===== src/rtl/mem_access_pkg.sv =====
// Shared definitions for the memory-stage access unit and its lane helper.
//   SZ_*      : access size encodings (11 is reserved and handled as a word)
//   state_e   : access FSM states
//   is_aligned: natural-alignment test for a size / address-offset pair
package mem_access_pkg;

  localparam logic [1:0] SZ_BYTE = 2'b00;
  localparam logic [1:0] SZ_HALF = 2'b01;
  localparam logic [1:0] SZ_WORD = 2'b10;

  typedef enum logic [1:0] {
    IDLE = 2'd0,
    WAIT = 2'd1,
    RESP = 2'd2
  } state_e;

  function automatic logic is_aligned(input logic [1:0] size, input logic [1:0] off);
    logic ok;
    case (size)
      SZ_BYTE: ok = 1'b1;
      SZ_HALF: ok = ~off[0];
      default: ok = (off == 2'b00);
    endcase
    return ok;
  endfunction

endpackage


===== src/rtl/mem_access_lane.sv =====
// mem_lane: combinational byte-lane steering, shared with the fetch path.
//   addr_lo  in  2 : byte offset inside the word
//   size     in  2 : access size
//   sext     in  1 : sign-extend the load result
//   st_data  in 32 : store data before replication
//   ld_raw   in 32 : full word as returned by memory
//   aligned  out 1 : access is naturally aligned
//   be       out 4 : little-endian byte enables
//   wdata    out 32: store data replicated over all lanes
//   ld_data  out 32: selected lane, extended to 32 bits
module mem_lane
  import mem_access_pkg::*;
(
  input  logic [1:0]  addr_lo,
  input  logic [1:0]  size,
  input  logic        sext,
  input  logic [31:0] st_data,
  input  logic [31:0] ld_raw,
  output logic        aligned,
  output logic [3:0]  be,
  output logic [31:0] wdata,
  output logic [31:0] ld_data
);

  logic [15:0] shifted;

  always_comb begin
    aligned = is_aligned(size, addr_lo);
    // Bring the addressed lane down to bit 0 before extension.
    shifted = 16'(ld_raw >> {addr_lo, 3'b000});
    case (size)
      SZ_BYTE: begin
        be      = 4'b0001 << addr_lo;
        wdata   = {4{st_data[7:0]}};
        ld_data = {{24{sext & shifted[7]}}, shifted[7:0]};
      end
      SZ_HALF: begin
        be      = 4'b0011 << addr_lo;
        wdata   = {2{st_data[15:0]}};
        ld_data = {{16{sext & shifted[15]}}, shifted[15:0]};
      end
      default: begin
        be      = 4'b1111;
        wdata   = st_data;
        ld_data = ld_raw;
      end
    endcase
  end

endmodule


===== src/rtl/mem_access.sv =====
// mem_access: ME-stage load/store unit driving a req/ack data-memory port.
//   TIMEOUT           : stall cycles without dm_ack before a bus error
//   clock, reset_0    : rising-edge clock, async active-low reset
//   ans_me .. sext_me : ME-stage controls from the EX->ME register
//   dm_*              : data-memory request port
//   mo_me, wreg_out   : extended load data and gated write enable to ME->WB
//   stall             : pipeline freeze while an access is outstanding
//   misalign, bus_err : one-cycle error pulses
//
// state | meaning
// IDLE  | no access outstanding; an aligned access issues its request here
// WAIT  | request held on the bus, counting stall cycles until ack/timeout
// RESP  | ME->WB captures the extended buffer (or the error result)
module mem_access
  import mem_access_pkg::*;
#(
  parameter int unsigned TIMEOUT = 16
) (
  input  logic        clock,
  input  logic        reset_0,
  input  logic [31:0] ans_me,
  input  logic [31:0] st_me,
  input  logic [4:0]  rw_me,
  input  logic        wreg_me,
  input  logic        rmem_me,
  input  logic        wmem_me,
  input  logic [1:0]  size_me,
  input  logic        sext_me,
  output logic        dm_req,
  output logic        dm_we,
  output logic [31:0] dm_addr,
  output logic [3:0]  dm_be,
  output logic [31:0] dm_wdata,
  input  logic [31:0] dm_rdata,
  input  logic        dm_ack,
  output logic [31:0] mo_me,
  output logic        wreg_out,
  output logic        stall,
  output logic        misalign,
  output logic        bus_err
);

  localparam int CW = $clog2(TIMEOUT + 1);

  state_e        state_q, state_d;
  logic [CW-1:0] cnt_q, cnt_d;
  logic [31:0]   buf_q, buf_d;
  logic          err_q, err_d;

  logic          req_c, stall_c;
  logic          access, aligned;
  logic [3:0]    lane_be;
  logic [31:0]   lane_wdata, ld_data;

  // The destination register travels in the ME->WB register; nothing here needs it.
  logic unused_rw;
  assign unused_rw = ^rw_me;

  assign access = rmem_me | wmem_me;

  mem_lane u_lane (
    .addr_lo (ans_me[1:0]),
    .size    (size_me),
    .sext    (sext_me),
    .st_data (st_me),
    .ld_raw  (buf_q),
    .aligned (aligned),
    .be      (lane_be),
    .wdata   (lane_wdata),
    .ld_data (ld_data)
  );

  always_ff @(posedge clock or negedge reset_0) begin
    if (!reset_0) begin
      state_q <= IDLE;
      cnt_q   <= '0;
      buf_q   <= '0;
      err_q   <= 1'b0;
    end else begin
      state_q <= state_d;
      cnt_q   <= cnt_d;
      buf_q   <= buf_d;
      err_q   <= err_d;
    end
  end

  always_comb begin
    state_d  = state_q;
    cnt_d    = cnt_q;
    buf_d    = buf_q;
    err_d    = err_q;
    req_c    = 1'b0;
    stall_c  = 1'b0;
    misalign = 1'b0;
    bus_err  = 1'b0;
    mo_me    = '0;
    wreg_out = wreg_me;

    case (state_q)
      IDLE: begin
        if (access) begin
          if (!aligned) begin
            misalign = 1'b1;
            wreg_out = 1'b0;
          end else begin
            req_c   = 1'b1;
            stall_c = 1'b1;
            err_d   = 1'b0;
            // The IDLE request cycle is the first stall cycle of the timeout window.
            cnt_d   = CW'(1);
            if (dm_ack) begin
              buf_d   = dm_rdata;
              state_d = RESP;
            end else if (TIMEOUT <= 1) begin
              err_d   = 1'b1;
              state_d = RESP;
            end else begin
              state_d = WAIT;
            end
          end
        end
      end

      WAIT: begin
        req_c   = 1'b1;
        stall_c = 1'b1;
        cnt_d   = cnt_q + CW'(1);
        // An ack in the last window cycle still wins over the timeout.
        if (dm_ack) begin
          buf_d   = dm_rdata;
          state_d = RESP;
        end else if (cnt_q == CW'(TIMEOUT - 1)) begin
          err_d   = 1'b1;
          state_d = RESP;
        end
      end

      RESP: begin
        state_d = IDLE;
        cnt_d   = '0;
        if (err_q) begin
          bus_err  = 1'b1;
          wreg_out = 1'b0;
        end else if (!wmem_me) begin
          mo_me = ld_data;
        end
      end

      default: state_d = IDLE;
    endcase
  end

  // Gating with reset_0 drops the request immediately when reset hits mid-access,
  // even though the held inputs would otherwise re-request from IDLE.
  assign dm_req   = req_c & reset_0;
  assign stall    = stall_c & reset_0;
  assign dm_we    = dm_req & wmem_me;
  assign dm_be    = dm_req ? lane_be : 4'b0000;
  assign dm_addr  = {ans_me[31:2], 2'b00};
  assign dm_wdata = lane_wdata;

endmodule

===== config.mk =====
export PLATFORM = sky130hd
export DESIGN_NAME = mem_access
export DESIGN_NICKNAME = d
export VERILOG_FILES = /design/src/rtl/mem_access_pkg.sv /design/src/rtl/mem_access_lane.sv /design/src/rtl/mem_access.sv
export SDC_FILE = /design/constraint.sdc
export NUM_CORES = 1
export LEC_CHECK = 0
export ABC_AREA = 1
export ABC_CLOCK_PERIOD_IN_PS = 1800
export CAP_MARGIN = 20
export CORE_MARGIN = 2
export CORE_UTILIZATION = 36
export DETAILED_ROUTE_END_ITERATION = 8
export PLACE_DENSITY = 0.89
export SYNTH_ARGS = -nofsm -noshare
export SYNTH_HDL_FRONTEND = slang
export SYNTH_HIERARCHICAL = 1
export SYNTH_SLANG_ARGS = --single-unit
export TNS_END_PERCENT = 50

===== constraint.sdc =====
create_clock -name clock -period 1.8 [get_ports clock]
set_input_delay 0.36 -clock clock [delete_from_list [all_inputs] [get_ports clock]]
set_output_delay 0.36 -clock clock [all_outputs]
set_load 0.01 [all_outputs]

# Word-level counts from Yosys, hierarchy flattened
# Index checks and enable logic that the tools add are counted.
[classes]
addsub = 1
multipliers = 0
div_mod_pow = 0
order_cmp = 0
n_eq_ne = 9
shift = 3
n_mux = 38
n_bitwise = 6
reduce_logical = 9
[ops]
columns = ["op", "n"]
rows = [
  ["32-bit two-way mux", 6],
  ["32-bit case mux with 2 select lines", 3],
  ["32-bit by 5-bit >> shifter with 16-bit output", 1],
  ["5-bit case mux with 3 select lines", 1],
  ["1-bit two-way mux", 14],
  ["2-bit two-way mux", 5],
  ["5-bit two-way mux", 2],
  ["3-bit AND reduction", 3],
  ["2-bit != test (second input constant)", 4],
  ["1-bit case mux with 2 select lines", 4],
  ["4-bit case mux with 2 select lines", 1],
  ["2-bit logical NOT", 3],
  ["5-bit by 1-bit adder with 5-bit output (second input constant)", 1],
  ["5-bit by 4-bit == test with 1-bit output (second input constant)", 1],
  ["5-bit AND reduction", 1],
  ["1-bit AND", 4],
  ["2-bit by 1-bit == test with 1-bit output (second input constant)", 2],
  ["4-bit two-way mux", 1],
  ["2-bit case mux with 2 select lines", 1],
  ["1-bit by 2-bit left shift with 4-bit output (first input constant)", 1],
  ["2-bit by 2-bit left shift with 4-bit output (first input constant)", 1],
  ["3-bit != test (second input constant)", 1],
  ["3-bit nonzero test", 1],
  ["2-bit == test (second input constant)", 1],
  ["3 further kinds", 3],
]
[totals]
reg_bits = 40
latch_bits = 0
ram_bits = 0
romBits = 0
in_bits = 110
output_inout_bits = 106
wordCells = 70
n_memories = 0

# Longest topological paths before layout
# Gate-level depths: netlist (run 1).
[logic_depth]
depth_word = 7
depth_mapped = 11
ltp_nobuf = 10

# Modules after synthesis
# The synthesis (run 1) kept the hierarchy.
[modules_own_cells]
columns = ["module", "n_inst", "cells_per_inst", "area_each_um2", "seq_area_each_um2"]
rows = [
  ["mem_access", 1, 347, 2580.0, 1001.0],
  ["mem_lane", 1, 252, 1217.4, 0.0],
]

# Least setup slack after synthesis (run 1)
# OpenSTA, ideal clock, no wires.
[synth_path]
path_type = "input to output"
startpoint = "in size_me[0]"
endpoint = "out stall"
arrival_ns = 1.580
required_ns = 1.440
path_slack_ns = -0.140
stages = 9
path_buffers = 2
path_cell_list = "nor2_1 > buf_2 > nor2_1 > o21ai_0 > nand3_1 > nand2_1 > nand2_1 > inv_1 > buf_4"
[synth_between]
elab_chain_cells = 6
elab_cells_between_ends = 7
cone_classes = "1 x eq/ne; 4 x mux; 1 x bitwise; 1 x reduce/logical"
[synth_lines]
columns = ["item", "line_no", "rtl"]
rows = [
  ["start: declaration", "mem_access.sv:27", "input logic [1:0] size_me,"],
  ["2-bit by 1-bit == test with 1-bit output / 2-bit logical NOT (equally long branches)", "mem_access_pkg.sv:19", "case (size)"],
  ["1-bit case mux with 2 select lines *", "mem_access_pkg.sv:19", ""],
  ["via aligned", "mem_access.sv:51", "logic access, aligned;"],
  ["1-bit two-way mux * (2 in a row)", "--", ""],
  ["1-bit case mux with 2 select lines *", "--", ""],
  ["1-bit AND *", "--", ""],
  ["end: declaration", "mem_access.sv:38", "output logic stall,"],
]
# The timed path passes the listed nets; every way through them passes the cells marked *.

# Worst setup path in the final report (run 1)
[layout_path]
startpoint = "reg buf_q[23]"
endpoint = "out mo_me[12]"
[layout_between]
elab_chain_cells = 6
[layout_lines]
columns = ["item", "line_no", "rtl"]
rows = [
  ["start: declaration", "mem_access.sv:47", "logic [31:0] buf_q, buf_d;"],
  ["start signal: assignment", "mem_access.sv:82", "buf_q <= buf_d;"],
  ["32-bit by 5-bit >> shifter with 16-bit output", "mem_access_lane.sv:30", "shifted = 16'(ld_raw >> {addr_lo, 3'b000});"],
  ["1-bit AND", "mem_access_lane.sv:35", "ld_data = {{24{sext & shifted[7]}}, shifted[7:0]};"],
  ["32-bit case mux with 2 select lines", "mem_access_lane.sv:31", "case (size)"],
  ["via ld_data[12]", "mem_access.sv:53", "logic [31:0] lane_wdata, ld_data;"],
  ["32-bit two-way mux", "mem_access.sv:144", "end else if (!wmem_me) begin"],
  ["32-bit two-way mux", "mem_access.sv:141", "if (err_q) begin"],
  ["32-bit two-way mux", "mem_access.sv:99", "case (state_q)"],
  ["end: declaration", "mem_access.sv:36", "output logic [31:0] mo_me,"],
]
# The timed path passes the listed nets, and every way through them passes these cells.

==> qor.yml, run 1 <==
status: "finished with violations"
violations: "negative setup slack"
critPathKind: "reg -> out"
grt_usage_pct: 23.7
setup_viol: 41
clock_latency_ps: 300
syn_area_um2: 3800
clock_skew_ps: 7.36
synth.avg_cell_area_um2: 6.34
synth_ff_type: "dfrtp_1"
synth_top_cell_by_area: "dfrtp_1"
antenna_found_initial: 0
die_h_um: 107
cp_data_required_time_ps: 1440
maxCapViolations: 0
htree_levels: 2
synthToLayoutAreaGrowth_pct: 63.8
gp_congestion: 0.878
ys_seq_elements: 40
fin_nets: 890
start_kind: "flip-flop"
drc: 0
rows: 37
cts_buffer_depth: 2
ys_seq_area_share_pct: 26.4
final_cells: 911
cp_max_fo: 6
via_per_inst: 5.04
endpoint: "mo_me[12]"
fin_ws_ps: -273
reg2reg_setup_slack_ps: 60
layout-drive-gt1-share_pct: 39.7
reg2reg_from: "state_q[0]$_DFFE_PN0P_"
finalCriticalPeriod_ps: 2070
hpwlAfterDp_mm: 9.53
dpl.cell_count: 886
powerDensity_nw_per_um2: 1070
place_area_um2: 5530
yosysWarnings: 6
synth_top_area_share_pct: 26.4
hold_viol: 0
maxSlewViolCount: 0
synth_edf_count: 0
dr.pass1.iters: 6
cts_tree: "yes"
yosysUniqueCellTypes: 25
cts-root-buf: "clkbuf_8"
async_flop_share_pct: 100
finalCritPeriodShare_pct: 115
initial_utilization_pct: 36.9
fmax_ghz: 0.482
ir_drop_mv: 0.611
hold_path.class: "in -> async"
ant_nets: 0
ctsHoldBuffers: 0
overflow: 0
io_pins: 216
r2r-end: "buf_q[18]$_DFFE_PN0P_"
worst_pin_slew_ps: 525
power_leakage_nw: 3.32
crit_path_end_kind: "output pin"
grt_pass1_vias: 4411
die_area_um2: 11400
grt_start_max_net_pins: 41
clock-sinks: 40
arrival_ps: 1710
cts_made_buffers: 5
drt_iter0_drc: 525
crit_start: "buf_q[23]$_DFFE_PN0P_"
die_w_um: 107
synth_area_leaders: "dfrtp_1 (26%), nand2_1 (18%), inv_1 (10%), buf_4 (8.5%), o21ai_2 (7.4%)"
wire_per_inst_um: 15.7
antennaDiodeCount: 0
routed_wl_mm: 14.3
clk_pin_slew_ps: 90
fp.coreArea_um2: 10300
rsz0062_at_grt: "yes"
synth_commonest_cells: "nand2_1 (178), inv_1 (103), nor2_1 (59)"
via_count: 4595
numPortBuffers: 148
final_area_um2: 6220
max_slew_margin_pct: 65.0
synth_most_common_cell: "nand2_1"
grt_pass1_wl_mm: 21.4
synthCells: 599
reg2reg_depth: 12
-- worst min-delay path by stage --
| stage | to | slack (ps) | cells past startpoint |
|---|---|---|---|
| final | err_q$_DFFE_PN0P_ | 200 | 2 |
| after global routing | state_q[0]$_DFFE_PN0P_ | 250 | 2 |
| after CTS | err_q$_DFFE_PN0P_ | 220 | 2 |
| after detailed placement | buf_q[5]$_DFFE_PN0P_ | 470 | 2 |
| after global placement | buf_q[5]$_DFFE_PN0P_ | 470 | 2 |
| after floorplan | buf_q[0]$_DFFE_PN0P_ | 60 | 0 |
-- per-layer routing --
| metal | global-route usage (%) | part of all wire, % | up-vias |
|---|---|---|---|
| li1 | - | - | 2145 |
| met1 | 26.6 | 36 | 2091 |
| met2 | 42.1 | 49 | 276 |
| met3 | 4.62 | 9.0 | 83 |
| met4 | 12.5 | 6.0 | 0 |
| met5 | 0 | 0 | - |
-- what timing repair did --
item,CTS,global route
gates cloned,5,1
pin swaps,11,33
setup endpoints to repair,108,87
resized for setup,309,93
setup buffers,8,3
-- sequential cells by signal, indices dropped and copies added, names as in the netlist --
register	cells
buf_q	32
cnt_q	5
state_q	2
err_q	1
-- logic make-up after synthesis --
kind of cell	after synthesis	share of synthesized area, %
adders and majority gates	6	1.98
DFF	40	26.4
other	1	0.0988
AOI/OAI and AO/OA	73	13.3
buffers and inverters	174	23.5
and+or+nand+nor	305	34.8
-- final cells by class --
class                           count  area [µm²]
Fill cell                         812        4060
Multi-Input combinational cell    387        2350
Timing Repair Buffer              232        2170
Sequential cell                    40        1000
Inverter                          108         408
Tap cell                          136         170
Clock buffer                        5        68.8
Clock inverter                      3        46.3
-- report_power, final --
part	internal [mW]	switching [mW]	leakage, nW
registers	1.29	0.370	0.505
logic	2.01	2.22	2.76
clock network	0.418	0.352	0.0548
total	3.71	2.94	3.32
-- layout by cell type (no fill, tap or decap), drive strengths merged, types with 8 or more instances in the layout --
cell,synthesis,layout
o21ai,58,58
dlygate4sd2,0,18
clkdlybuf4s50,0,71
inv,107,108
o211ai,8,8
nor2,61,61
nand3,59,60
buf,59,133
nand2,181,181
dfrtp,40,40
-- through the flow --
step	total power [mW]	hold WS (ps)	setup slack, ps	util, %	setup TNS (ps)
2_1_floorplan	3.50	64.4	7.15	-	0
3_3_place_gp	4.89	467	-1010	53.8	-65640
3_5_place_dp	4.98	470	-1070	53.8	-69580
4_1_cts	6.19	221	-212	57.7	-5930
5_1_grt	7.12	253	-349	60.5	-10030
6_report	6.65	199	-273	60.5	-7190
-- critical path, stage by stage (launching register included) --
cell,delay [ps]
dfrtp_1,390
inv_1,60
nand2_1,70
nand3_2,70
nand2_2,110
nand2_4,120
clkbuf_16,190
nand3_2,60
inv_1,50
nor2_1,120
buf_2,160
No activity file was read; power rests on OpenSTA's default activity.
==> inputs of run 2 (changes only) <==
- ABC_CLOCK_PERIOD_IN_PS: 1800 -> unset
- GPL_ROUTABILITY_DRIVEN: unset -> 0
- SLEW_MARGIN: unset -> 10
==> qor.yml, run 2 (synthesis gave the netlist of run 1 again) <==
clk_pin_slew_ps: 100  # about the same
regMostFlops: "buf_q"
die_area_um2: 11400  # unchanged
synthToLayoutAreaGrowth_pct: 65.1
violations: "negative setup slack"
htree_levels: 2  # unchanged
io_pins: 216  # unchanged
fin_nets: 890  # unchanged
crit_path_end_kind: "output pin"
maxSlewViolCount: 0  # unchanged
final_util_pct: 61.0  # +0.50 points
status: "finished with violations"
dr.pass1.iters: 6  # unchanged
endpoint: "mo_me[21]"
mostFrequentLayoutCell: "nand2_1"
reg2reg_depth: 11  # -1
crit_top_cell: "inv_2"
multi_input_area_um2: 2360  # +0.59%
layout-drive-gt1-share_pct: 37.7  # -2.1 points
rows: 37  # unchanged
finalCritPeriodShare_pct: 117  # +1.8 points
antennaDiodeCount: 0  # unchanged
die_h_um: 107  # unchanged
antenna_found_initial: 0  # unchanged
fin_ws_ps: -305  # -32.0 ps
seq_area_um2: 1000  # +0.12%
hold_viol: 0  # unchanged
r2r-end: "buf_q[27]$_DFFE_PN0P_"
hpwlAfterDp_mm: 9.46  # -0.81%
drc: 0  # unchanged
power_leakage_nw: 3.31  # -0.15%
hold_path.class: "in -> async"
wire_per_inst_um: 16.0  # +2.4%
clock_skew_ps: 13.1  # +5.78 ps
max_stage_delay_ps: 420  # +30 ps
grt_start_max_net_pins: 41  # unchanged
drt_iter0_drc: 449  # -14%
cts-root-buf: "clkbuf_8"
grt_usage_pct: 22.9  # -0.77 points
fmax_ghz: 0.475  # -1.5%
initial_utilization_pct: 36.9  # unchanged
start_kind: "flip-flop"
reg2reg_from: "state_q[1]$_DFFE_PN0P_"
cp_cell_sequence: "inv_2, ha_4, inv_2, nor2_4, nand2_4, buf_6, nor2_1, buf_2"
die_w_um: 107  # unchanged
routed_wl_mm: 14.6  # +2.4%
dpl.cell_count: 886  # unchanged
cp_max_fo: 8  # +2
maxCapViolations: 0  # unchanged
cts_buffer_depth: 2  # unchanged
fin_tns_setup_ps: -8150  # -963 ps
final_cells: 911  # unchanged
via_per_inst: 5.09  # +0.91%
post-place-ws_ps: -1020  # +48.9 ps
largest_reg_flops: 32  # unchanged
worst_pin_slew_ps: 535  # +9.71 ps
setup_viol: 41  # unchanged
final_cell_mix: "nand2_1 (165), inv_1 (76), clkdlybuf4s50_1 (72), buf_4 (66), dfrtp_1 (39)"
ant_nets: 0  # unchanged
via_count: 4637  # +0.91%
max_slew_margin_pct: 64.3  # -0.65 points
cts_tree: "yes"
critPathKind: "reg -> out"
powerDensity_nw_per_um2: 1050  # -2.2%
finalCriticalPeriod_ps: 2100  # +32.0 ps
overflow: 0  # unchanged
ir_drop_mv: 0.554  # -9.3%
arrival_ps: 1740  # +30 ps
cts_made_buffers: 5  # unchanged
numPortBuffers: 148  # unchanged
cp_data_required_time_ps: 1440  # about the same
num-fill-cells: 825  # +1.6%
fp.coreArea_um2: 10300  # unchanged
reg_top3: "buf_q: 32 flops, cnt_q: 5 flops, state_q: 2 flops"
grt_pass1_vias: 4283  # -2.9%
rsz0062_at_grt: "yes"
clock-sinks: 40  # unchanged
clock_latency_ps: 320  # +20 ps
reg2reg_setup_slack_ps: 50  # about the same
crit_start: "state_q[0]$_DFFE_PN0P_"
cp_slowest_cell: "dfrtp_1"
grt_pass1_wl_mm: 20.6  # -3.6%
[run 2: cell types whose count changed in the layout (fill, tap and decap cells not counted), moves of 3 or more]
cell	before	now
nand2_2	26	11
nand2_1	152	165
buf_2	29	17
buf_6	24	36
dlygate4sd2_1	18	25
nor2_2	15	8
nor2_4	23	28
clkdlybuf4s15_1	4	0
buf_12	6	9
[run 2: cell type report]
class | instances | area share (%)
clock inverters | 3 | 0.379
clock buffers | 5 | 1.10
flip-flops and latches | 40 | 16.0
repair buffers | 232 | 35.5
well taps | 136 | 2.71
multi-input cells | 387 | 37.7
inverters | 108 | 6.59
[run 2: where the power goes]
part / internal (mW) / leakage, nW / switching, mW
registers: 1.29 / 0.503 / 0.379
logic: 1.98 / 2.77 / 2.25
clock network: 0.275 / 0.0404 / 0.379
total: 3.55 / 3.31 / 3.01
[run 2: worst max-delay path, delay by kind of cell, from the launching register on]
kind                       cells  cell delay [ps]
adders and majority gates      1              150
and+or+nand+nor                3              360
buffers and inverters          4              510
DFF                            1              420
[run 2: worst min path at each step]
stage | start | endpoint | depth (start not counted)
after floorplan | reset_0 | buf_q[0]$_DFFE_PN0P_ | 0
after global placement | buf_q[2]$_DFFE_PN0P_ | buf_q[2]$_DFFE_PN0P_ | 2
after detailed placement | buf_q[2]$_DFFE_PN0P_ | buf_q[2]$_DFFE_PN0P_ | 2
after CTS | reset_0 | cnt_q[0]$_DFFE_PN0P_ | 2
after global routing | reset_0 | buf_q[27]$_DFFE_PN0P_ | 2
final | reset_0 | buf_q[27]$_DFFE_PN0P_ | 2
[run 2: repair_timing]
| item | 4_1_cts | 5_1_grt |
|---|---|---|
| hold buffers | 0 | 0 |
| resized for setup | 283 | 117 |
| endpoints found under the setup margin | 107 | 71 |
| hold endpoints to repair | 0 | 0 |
| cloned | 6 | 1 |
| setup buffers | 8 | 7 |
| pin swaps | 11 | 24 |
[run 2: routing by layer]
metal / track usage, % / vias up / part of all wire (%)
met5: 0 / - / 0
met4: 13.0 / 0 / 5.3
met3: 3.34 / 75 / 8.8
met2: 40.8 / 326 / 50
met1: 26.1 / 2096 / 36
li1: - / 2140 / -
[run 2: stage by stage]
| step | hold slack (ps) | instance area, µm² | power, mW |
|---|---|---|---|
| after floorplan | 64.4 | 3810 | 3.50 |
| after global placement | 466 | 5530 | 4.84 |
| after detailed placement | 469 | 5530 | 4.94 |
| after CTS | 216 | 5870 | 5.95 |
| after global routing | 249 | 6270 | 6.96 |
| final | 194 | 6270 | 6.56 |
==> inputs of run 3 (changes only) <==
--- a/config.mk
+++ b/config.mk
@@ -8,5 +8,6 @@
 export ABC_AREA = 1
-export CAP_MARGIN = 20
+export CAP_MARGIN = 40
 export CORE_MARGIN = 2
 export CORE_UTILIZATION = 36
+export CTS_CLUSTER_SIZE = 20
 export DETAILED_ROUTE_END_ITERATION = 8
--- a/constraint.sdc
+++ b/constraint.sdc
@@ -3,2 +3,2 @@
 set_output_delay 0.36 -clock clock [all_outputs]
-set_load 0.01 [all_outputs]
+set_load 0.005 [all_outputs]
==> qor.yml, run 3 (synthesis gave the netlist of run 1 again) <==
status: "finished with violations"
violations: "negative setup slack"
place_area_um2: 5560  # +0.41%
ant_nets: 0  # unchanged
clk_pin_slew_ps: 80  # -20 ps
timing.hold.ws_ps: 189  # -5.24 ps
dr.pass1.iters: 7  # +1
maxSlewViolCount: 0  # unchanged
overflow: 0  # unchanged
grt_pass1_vias: 4172  # -2.6%
crit_start: "buf_q[7]$_DFFE_PN0P_"
ir_drop_mv: 0.673  # +21%
finalCriticalPeriod_ps: 2040  # -64.8 ps
drc: 0  # unchanged
start_kind: "flip-flop"
dpl.cell_count: 884  # -0.23%
synthToLayoutAreaGrowth_pct: 70.2
final_util_pct: 62.9  # +1.9 points
rsz0062_at_grt: "yes"
clock_latency_ps: 300  # -20 ps
die_w_um: 107  # unchanged
via_per_inst: 5.08  # -0.29%
rows: 37  # unchanged
fmax_ghz: 0.490  # +3.2%
power_leakage_nw: 3.45  # +4.3%
fp.coreArea_um2: 10300  # unchanged
fin_tns_setup_ps: -8210  # -58.3 ps
setup_viol: 61  # +49%
endpoint: "mo_me[28]"
htree_levels: 2  # unchanged
hold_path.class: "in -> async"
clock-sinks: 40  # unchanged
cp_max_fo: 6  # -2
routed_wl_mm: 15.1  # +3.1%
cts_tree: "yes"
r2r-end: "buf_q[8]$_DFFE_PN0P_"
num-fill-cells: 824  # -0.12%
final_cells: 920  # +0.99%
io_pins: 216  # unchanged
hpwlAfterDp_mm: 9.55  # +1.0%
via_count: 4669  # +0.69%
final_area_um2: 6460  # +3.1%
grt_usage_pct: 22.9  # -0.025 points
arrival_ps: 1680  # -60 ps
antennaDiodeCount: 0  # unchanged
final_cell_mix: "nand2_1 (135), inv_1 (72), clkdlybuf4s50_1 (67), buf_4 (62), dfrtp_1 (39)"
max_slew_margin_pct: 64.8  # +0.51 points
maxCapViolations: 0  # unchanged
reg2reg_depth: 12  # +1
wire_per_inst_um: 16.4  # +2.1%
initial_utilization_pct: 36.9  # unchanged
post-place-ws_ps: -1060  # -43.4 ps
drt_iter0_drc: 451  # +0.45%
ctsHoldBuffers: 0  # unchanged
totalPowerFinal_mw: 6.97  # +6.2%
reg2reg_setup_slack_ps: -50  # -100 ps
layout-drive-gt1-share_pct: 42.2  # +4.5 points
grt_start_max_net_pins: 41  # unchanged
numPortBuffers: 148  # unchanged
critPathKind: "reg -> out"
mostFrequentLayoutCell: "nand2_1"
crit_path_end_kind: "output pin"
regMostFlops: "buf_q"
powerDensity_nw_per_um2: 1080  # +3.0%
die_h_um: 107  # unchanged
fin_ws_ps: -240  # +64.8 ps
reg_top3: "buf_q: 32 flops, cnt_q: 5 flops, state_q: 2 flops"
grt_pass1_wl_mm: 20.6  # about the same
die_area_um2: 11400  # unchanged
antenna_found_initial: 0  # unchanged
cp_data_required_time_ps: 1440  # about the same
hold_viol: 0  # unchanged
cts-root-buf: "clkbuf_8"
cts_buffer_depth: 2  # unchanged
fin_nets: 899  # +1.0%
finalCritPeriodShare_pct: 113  # -3.6 points
cts_made_buffers: 5  # unchanged
clock_skew_ps: 6.32  # -6.82 ps
reg2reg_from: "state_q[0]$_DFFE_PN0P_"
worst_pin_slew_ps: 527  # -7.58 ps
largest_reg_flops: 32  # unchanged
## run 3: worst min path at each step
stage | start | endpoint | depth (start not counted)
after floorplan | reset_0 | buf_q[0]$_DFFE_PN0P_ | 0
after global placement | buf_q[2]$_DFFE_PN0P_ | buf_q[2]$_DFFE_PN0P_ | 2
after CTS | reset_0 | state_q[0]$_DFFE_PN0P_ | 2
after detailed placement | buf_q[1]$_DFFE_PN0P_ | buf_q[1]$_DFFE_PN0P_ | 2
after global routing | reset_0 | buf_q[13]$_DFFE_PN0P_ | 2
final | reset_0 | state_q[0]$_DFFE_PN0P_ | 2
## run 3: worst max-delay path, stage by stage, from the launching register on
cell	delay [ps]
dfrtp_1	400
nand2_1	80
nand2_1	80
nand2_2	90
nand2_4	70
nand2_4	80
buf_6	130
buf_12	130
nand3_2	90
inv_2	80
nor2_2	30
buf_2	130
## run 3: what timing repair did
item / in CTS / in global routing
endpoints found under the setup margin: 109 / 82
resized for setup: 309 / 129
gates cloned: 5 / 5
pin swaps: 19 / 42
buffers inserted: 17 / 8
## run 3: area by class of cell
type	instances	area [µm²]	area share, %
Timing Repair Buffer	241	2270	35.1
Tap cell	136	170	2.63
Clock inverter	3	47.5	0.735
Sequential cell	40	1000	15.5
Clock buffer	5	68.8	1.06
Inverter	108	422	6.52
Multi-Input combinational cell	387	2480	38.4
## run 3: layer usage
| metal | vias up | track usage (%) | share of wire [%] |
|---|---|---|---|
| met5 | - | 0 | 0 |
| met4 | 0 | 9.00 | 3.1 |
| met3 | 44 | 4.01 | 8.2 |
| met2 | 275 | 41.9 | 51 |
| met1 | 2186 | 26.3 | 38 |
| li1 | 2164 | - | - |
## run 3: power by group
| group | total (mW) | switching, mW | internal, mW |
|---|---|---|---|
| Sequential | 1.70 | 0.404 | 1.29 |
| Clock | 0.770 | 0.352 | 0.418 |
| Combinational | 4.50 | 2.33 | 2.17 |
